**src/rtl/wb_port_arbiter.sv**
```systemverilog
`default_nettype none
// ============================================================================
//  Module      : wb_port_arbiter
//  Description : Two-port register-file write-back arbiter. It grants either
//                the ALU or the memory (load) write-back request, steers the
//                winner through a 32-bit 2:1 mux, and registers the write
//                (latency 1). Ties are broken round robin, and the memory port
//                wins the first tie after reset. Cycles with both ports
//                requesting are counted in a saturating 8-bit counter.
//  Options     : WBARB_R0_DROP_EN - when defined, a granted transfer whose
//                destination is r0 is accepted but does not write.
//  Revision    : 1.0 - initial release
// ============================================================================
module wb_port_arbiter (
  input  logic        clk,
  input  logic        reset,
  // ALU write-back port
  input  logic        i_a_valid,
  output logic        o_a_ready,
  input  logic [4:0]  i_a_rd,
  input  logic [31:0] i_a_data,
  // memory (load) write-back port
  input  logic        i_m_valid,
  output logic        o_m_ready,
  input  logic [4:0]  i_m_rd,
  input  logic [31:0] i_m_data,
  // pipeline freeze
  input  logic        i_stall,
  // register-file write port
  output logic        o_wr_en,
  output logic [4:0]  o_wr_addr,
  output logic [31:0] o_wr_data,
  output logic        o_sel,
  output logic [7:0]  o_conflict_cnt
);

  typedef enum logic [0:0] {
    ST_IDLE  = 1'b0,
    ST_ISSUE = 1'b1
  } state_t;

  localparam logic [7:0] c_CNT_MAX = 8'hFF;
  localparam logic [4:0] c_R0      = 5'd0;

  state_t      r_state;
  logic        r_last_gnt_m;   // 1: most recent grant went to memory port
  logic        r_wr_en;
  logic [4:0]  r_wr_addr;
  logic [31:0] r_wr_data;
  logic        r_sel;
  logic [7:0]  r_conflict_cnt;

  logic        w_grant_ok;
  logic        w_both;
  logic        w_a_grant;
  logic        w_m_grant;
  logic        w_xfer;
  logic [4:0]  w_rd;
  logic [31:0] w_data;
  logic        w_write;

  // Grant decode: single requester wins outright, ties go to the port that
  // did not win last time; reset and stall suppress all grants.
  always_comb begin
    w_grant_ok = !reset && !i_stall;
    w_both     = i_a_valid && i_m_valid;
    w_a_grant  = w_grant_ok && i_a_valid && (!i_m_valid || r_last_gnt_m);
    w_m_grant  = w_grant_ok && i_m_valid && (!i_a_valid || !r_last_gnt_m);
    w_xfer     = w_a_grant || w_m_grant;
  end

  // 32-bit 2:1 write-back mux steered by the memory grant.
  always_comb begin
    w_rd   = w_m_grant ? i_m_rd   : i_a_rd;
    w_data = w_m_grant ? i_m_data : i_a_data;
  end

  // Decide whether the accepted transfer actually writes the register file.
`ifdef WBARB_R0_DROP_EN
  always_comb begin
    w_write = w_xfer && (w_rd != c_R0);
  end
`else
  always_comb begin
    w_write = w_xfer;
  end
`endif

  // Issue FSM with registered write port; non-issuing cycles hold address,
  // data and select so the register file sees stable values.
  always_ff @(posedge clk or posedge reset) begin
    if (reset) begin
      r_state      <= ST_IDLE;
      r_last_gnt_m <= 1'b0;
      r_wr_en      <= 1'b0;
      r_wr_addr    <= 5'd0;
      r_wr_data    <= 32'd0;
      r_sel        <= 1'b0;
    end else begin
      if (w_xfer) begin
        r_last_gnt_m <= w_m_grant;
      end
      case (r_state)
        ST_IDLE: begin
          if (w_write) begin
            r_state   <= ST_ISSUE;
            r_wr_en   <= 1'b1;
            r_wr_addr <= w_rd;
            r_wr_data <= w_data;
            r_sel     <= w_m_grant;
          end else begin
            r_state   <= ST_IDLE;
            r_wr_en   <= 1'b0;
          end
        end
        ST_ISSUE: begin
          if (w_write) begin
            r_state   <= ST_ISSUE;
            r_wr_en   <= 1'b1;
            r_wr_addr <= w_rd;
            r_wr_data <= w_data;
            r_sel     <= w_m_grant;
          end else begin
            r_state   <= ST_IDLE;
            r_wr_en   <= 1'b0;
          end
        end
        default: begin
          r_state <= ST_IDLE;
          r_wr_en <= 1'b0;
        end
      endcase
    end
  end

  // Saturating count of cycles where both ports request, stall or not.
  always_ff @(posedge clk or posedge reset) begin
    if (reset) begin
      r_conflict_cnt <= 8'd0;
    end else if (w_both && (r_conflict_cnt != c_CNT_MAX)) begin
      r_conflict_cnt <= r_conflict_cnt + 8'd1;
    end
  end

  // Drive outputs.
  always_comb begin
    o_a_ready      = w_a_grant;
    o_m_ready      = w_m_grant;
    o_wr_en        = r_wr_en;
    o_wr_addr      = r_wr_addr;
    o_wr_data      = r_wr_data;
    o_sel          = r_sel;
    o_conflict_cnt = r_conflict_cnt;
  end

endmodule
`default_nettype wire
```
**config.mk**
```make
export PLATFORM = sky130hd
export DESIGN_NAME = wb_port_arbiter
export DESIGN_NICKNAME = d
export VERILOG_FILES = /design/src/rtl/wb_port_arbiter.sv
export SDC_FILE = /design/constraint.sdc
export NUM_CORES = 1
export LEC_CHECK = 0
export CELL_PAD_IN_SITES_DETAIL_PLACEMENT = 0
export CELL_PAD_IN_SITES_GLOBAL_PLACEMENT = 1
export CORE_MARGIN = 4
export CORE_UTILIZATION = 28
export CTS_CLUSTER_DIAMETER = 60
export DETAILED_ROUTE_END_ITERATION = 10
export PLACE_DENSITY_LB_ADDON = 0.15
export REMOVE_ABC_BUFFERS = 1
export SLEW_MARGIN = 5
export SYNTH_ARGS = -nofsm -noshare
export SYNTH_HDL_FRONTEND = slang
export SYNTH_SLANG_ARGS = --single-unit
```
**constraint.sdc**
```tcl
create_clock -name clk -period 4.7 [get_ports clk]
set_clock_uncertainty 0.15 [all_clocks]
set_input_delay 0.94 -clock clk [delete_from_list [all_inputs] [get_ports clk]]
set_output_delay 0.94 -clock clk [all_outputs]
set_load 0.02 [all_outputs]
```
==> results.md <==
* H-tree levels at 2
* Initial antenna violation count at 0
* Setup TNS at 0 ns
* Ports at 128
* Netlist cell types at 26
* CP cell instances: clkdlybuf4s50_1, nor2_4, nand3_2, inv_2, clkdlybuf4s50_1
* Slowest stage delay, CP at 0.69 ns
* Area Overhead vs Synth at 62.66%
* Reg2reg setup slack at 2.98 ns
* Most numerous cell on the critical path: clkdlybuf4s50_1
* Fillers at 785
* Max-Cap Viols at 0
* Vias per Instance at 4.424
* Worst Tran Pin Value at 1.002 ns
* Die Wd at 96.53 um
* Avg Cell Area, Syn at 8.778 um^2
* Ys async rst share at 1.000
* Core area at 7687 um^2
* Cells after Synth at 250
* Initial DRC count at 47
* Top FF cell, synth: dfrtp_1
* Clk sinks at 47
* Min-Delay Path Class: register to register
* Syn. warnings at 0
* Period utilization at 0.7549
* Cts bufs inserted at 5
* Routed vias at 2088
* Most frequent cells in the layout: clkdlybuf4s50_1 (127), nand2_1 (78), dfrtp_1 (47)
* Initial core utilization at 0.2855
* Clock Tree Buf Depth at 2
* Hold_ws at 0.3853 ns
* CP required at 3.61 ns
* RePlAce Congestion at 0.7788
* DIE HEIGHT at 96.53 um
* Tmin final at 3.548 ns
* Cell Area, Synth at 2195 um^2
* Layout cells sized above 1 at 0.04324
* Port bufs at 127
* # DRC at 0
* RSZ-0062 raised after global routing: false
* Final Hold Fails at 0
* Hold path start: o_conflict_cnt[0]
* # hold bufs at CTS at 0
* Final ANT Viol Nets at 0
* Max Clk Rate at 0.2819 GHz
* Clock-pin slew on the worst setup and hold paths at 0.08 ns
* Power density over the cells at 352.4 nW/um^2
* Setup violations, final at 0
* Hold Path Sink: o_conflict_cnt[0]
* DR pass1 iterations at 4
* Largest net degree at the start of global routing at 53
* Routed wire length at 6.367 mm
* Synthesized flop and latch total at 47
* CP Capture Type: output pin
* CTS tree: done
* Max_slew headroom at 0.3308
* Die area at 9318 um^2
* # Post-CTS Setup Buffers at 0
* Final layout net count at 451
* Post-synth EDFFs at 0
* Crit path max-delay cell type: clkdlybuf4s50_1
* Worst setup path class: input port to output pin
* Rows at 32
* Overall routing resource usage at 0.1404
* Worst r2r path cells at 5
* Most common cell after layout, fill and taps aside: clkdlybuf4s50_1
* Max FO, Critical Path at 5
* Worst R2R End: o_conflict_cnt[6]
* Slew Limit Fails at 0
* Post-cts sizing count at 0
* WHS Path Cells at 1
* Worst r2r src: o_conflict_cnt[0]
* Leak pwr at 1.465 nW
* Clock Latency Late Sink at 0.28 ns
* Clock root buffer: clkbuf_8
* Vias in the first global route at 1952
* First-pass GRT wire length at 9.970 mm
* Diodes inserted at 0
* Part of the Yosys area used for sequential elements at 0.5359
* Global route overflow at 0
* Crit start category: input port
* Outcome: complete, no violations
* WL per Instance at 13.49 um
* Critical Path AT at 2.46 ns
* VDD IR max at 0.1095 mV
* HPWL after DPL at 4.584 mm
==> worst max-delay path: cells and delay by family <==
family,cells,cell delay (ns)
and+or+nand+nor,2,0.28
buffers and inverters,3,1.24
==> kinds of logic (layout without fill, tap and decap cells) <==
family | count (synthesis) | after routing | share of synthesized area
adders and majority gates | 1 | 1 | 0.005700
and+or+nand+nor | 130 | 130 | 0.2383
DFF | 47 | 47 | 0.5359
xor gates and xnor gates | 2 | 2 | 0.007983
muxes | 3 | 3 | 0.01482
AOI/OAI and AO/OA | 47 | 47 | 0.1357
buffers and inverters | 20 | 140 | 0.06157
==> synthesized netlist by cell type, types with 2 or more instances <==
cell      n  share of area
mux2_1    2          0.010
inv_1     3         0.0051
dfrtp_1  47           0.54
buf_4     6          0.021
nand3_1   2         0.0046
buf_6     4          0.021
a31oi_1  39           0.11
a21oi_1   5          0.011
xnor2_1   2         0.0080
nand2_1  78           0.13
nor2_1   42          0.072
buf_2     6          0.014
==> through the flow <==
stage	cell area [um^2]	power (mW)	worst slack, ns	util	std cells
after floorplan	2074	0.7761	1.551	-	234
after global placement	3497	1.050	1.124	0.4549	466
after detailed placement	3497	1.052	1.131	0.4549	466
after CTS	3570	1.284	1.123	0.4644	472
after global routing	3570	1.349	1.055	0.4644	472
final	3570	1.258	1.152	0.4644	472
==> worst max path at each step <==
stage / startpoint / to / slack (ns)
final: reset / o_m_ready / 1.15
after global routing: i_a_valid / o_m_ready / 1.05
after CTS: reset / o_m_ready / 1.12
after detailed placement: reset / o_m_ready / 1.13
after global placement: reset / o_m_ready / 1.12
after floorplan: reset / o_m_ready / 1.55
==> sequential cells by signal, indices dropped and copies added, names as in the netlist <==
name            flops
o_conflict_cnt      8
r_last_gnt_m        1
o_wr_addr           5
o_wr_en             1
o_wr_data          32
==> routing by layer <==
metal	routed length, um	track usage	part of all wire	vias up
met5	0	0	0	-
met4	95	0.04439	0.015	0
met3	717	0.06662	0.11	9
met2	2977	0.2230	0.47	78
met1	2576	0.1681	0.40	925
li1	-	-	-	1076
==> final cells by class <==
type | instances | area, um^2 | share of cell area
inverters | 4 | 15.01 | 0.004206
flip-flops and latches | 47 | 1176 | 0.3295
well taps | 102 | 127.6 | 0.03575
clock buffers | 6 | 72.57 | 0.02033
repair buffers | 130 | 1294 | 0.3624
multi-input cells | 183 | 884.6 | 0.2478
==> report_power, final <==
part	internal, mW	switching, mW
registers	0.485	0.0613
clock network	0.0994	0.122
logic	0.255	0.236
total	0.839	0.419
Note: power is estimated with default switching activity, not from simulation.
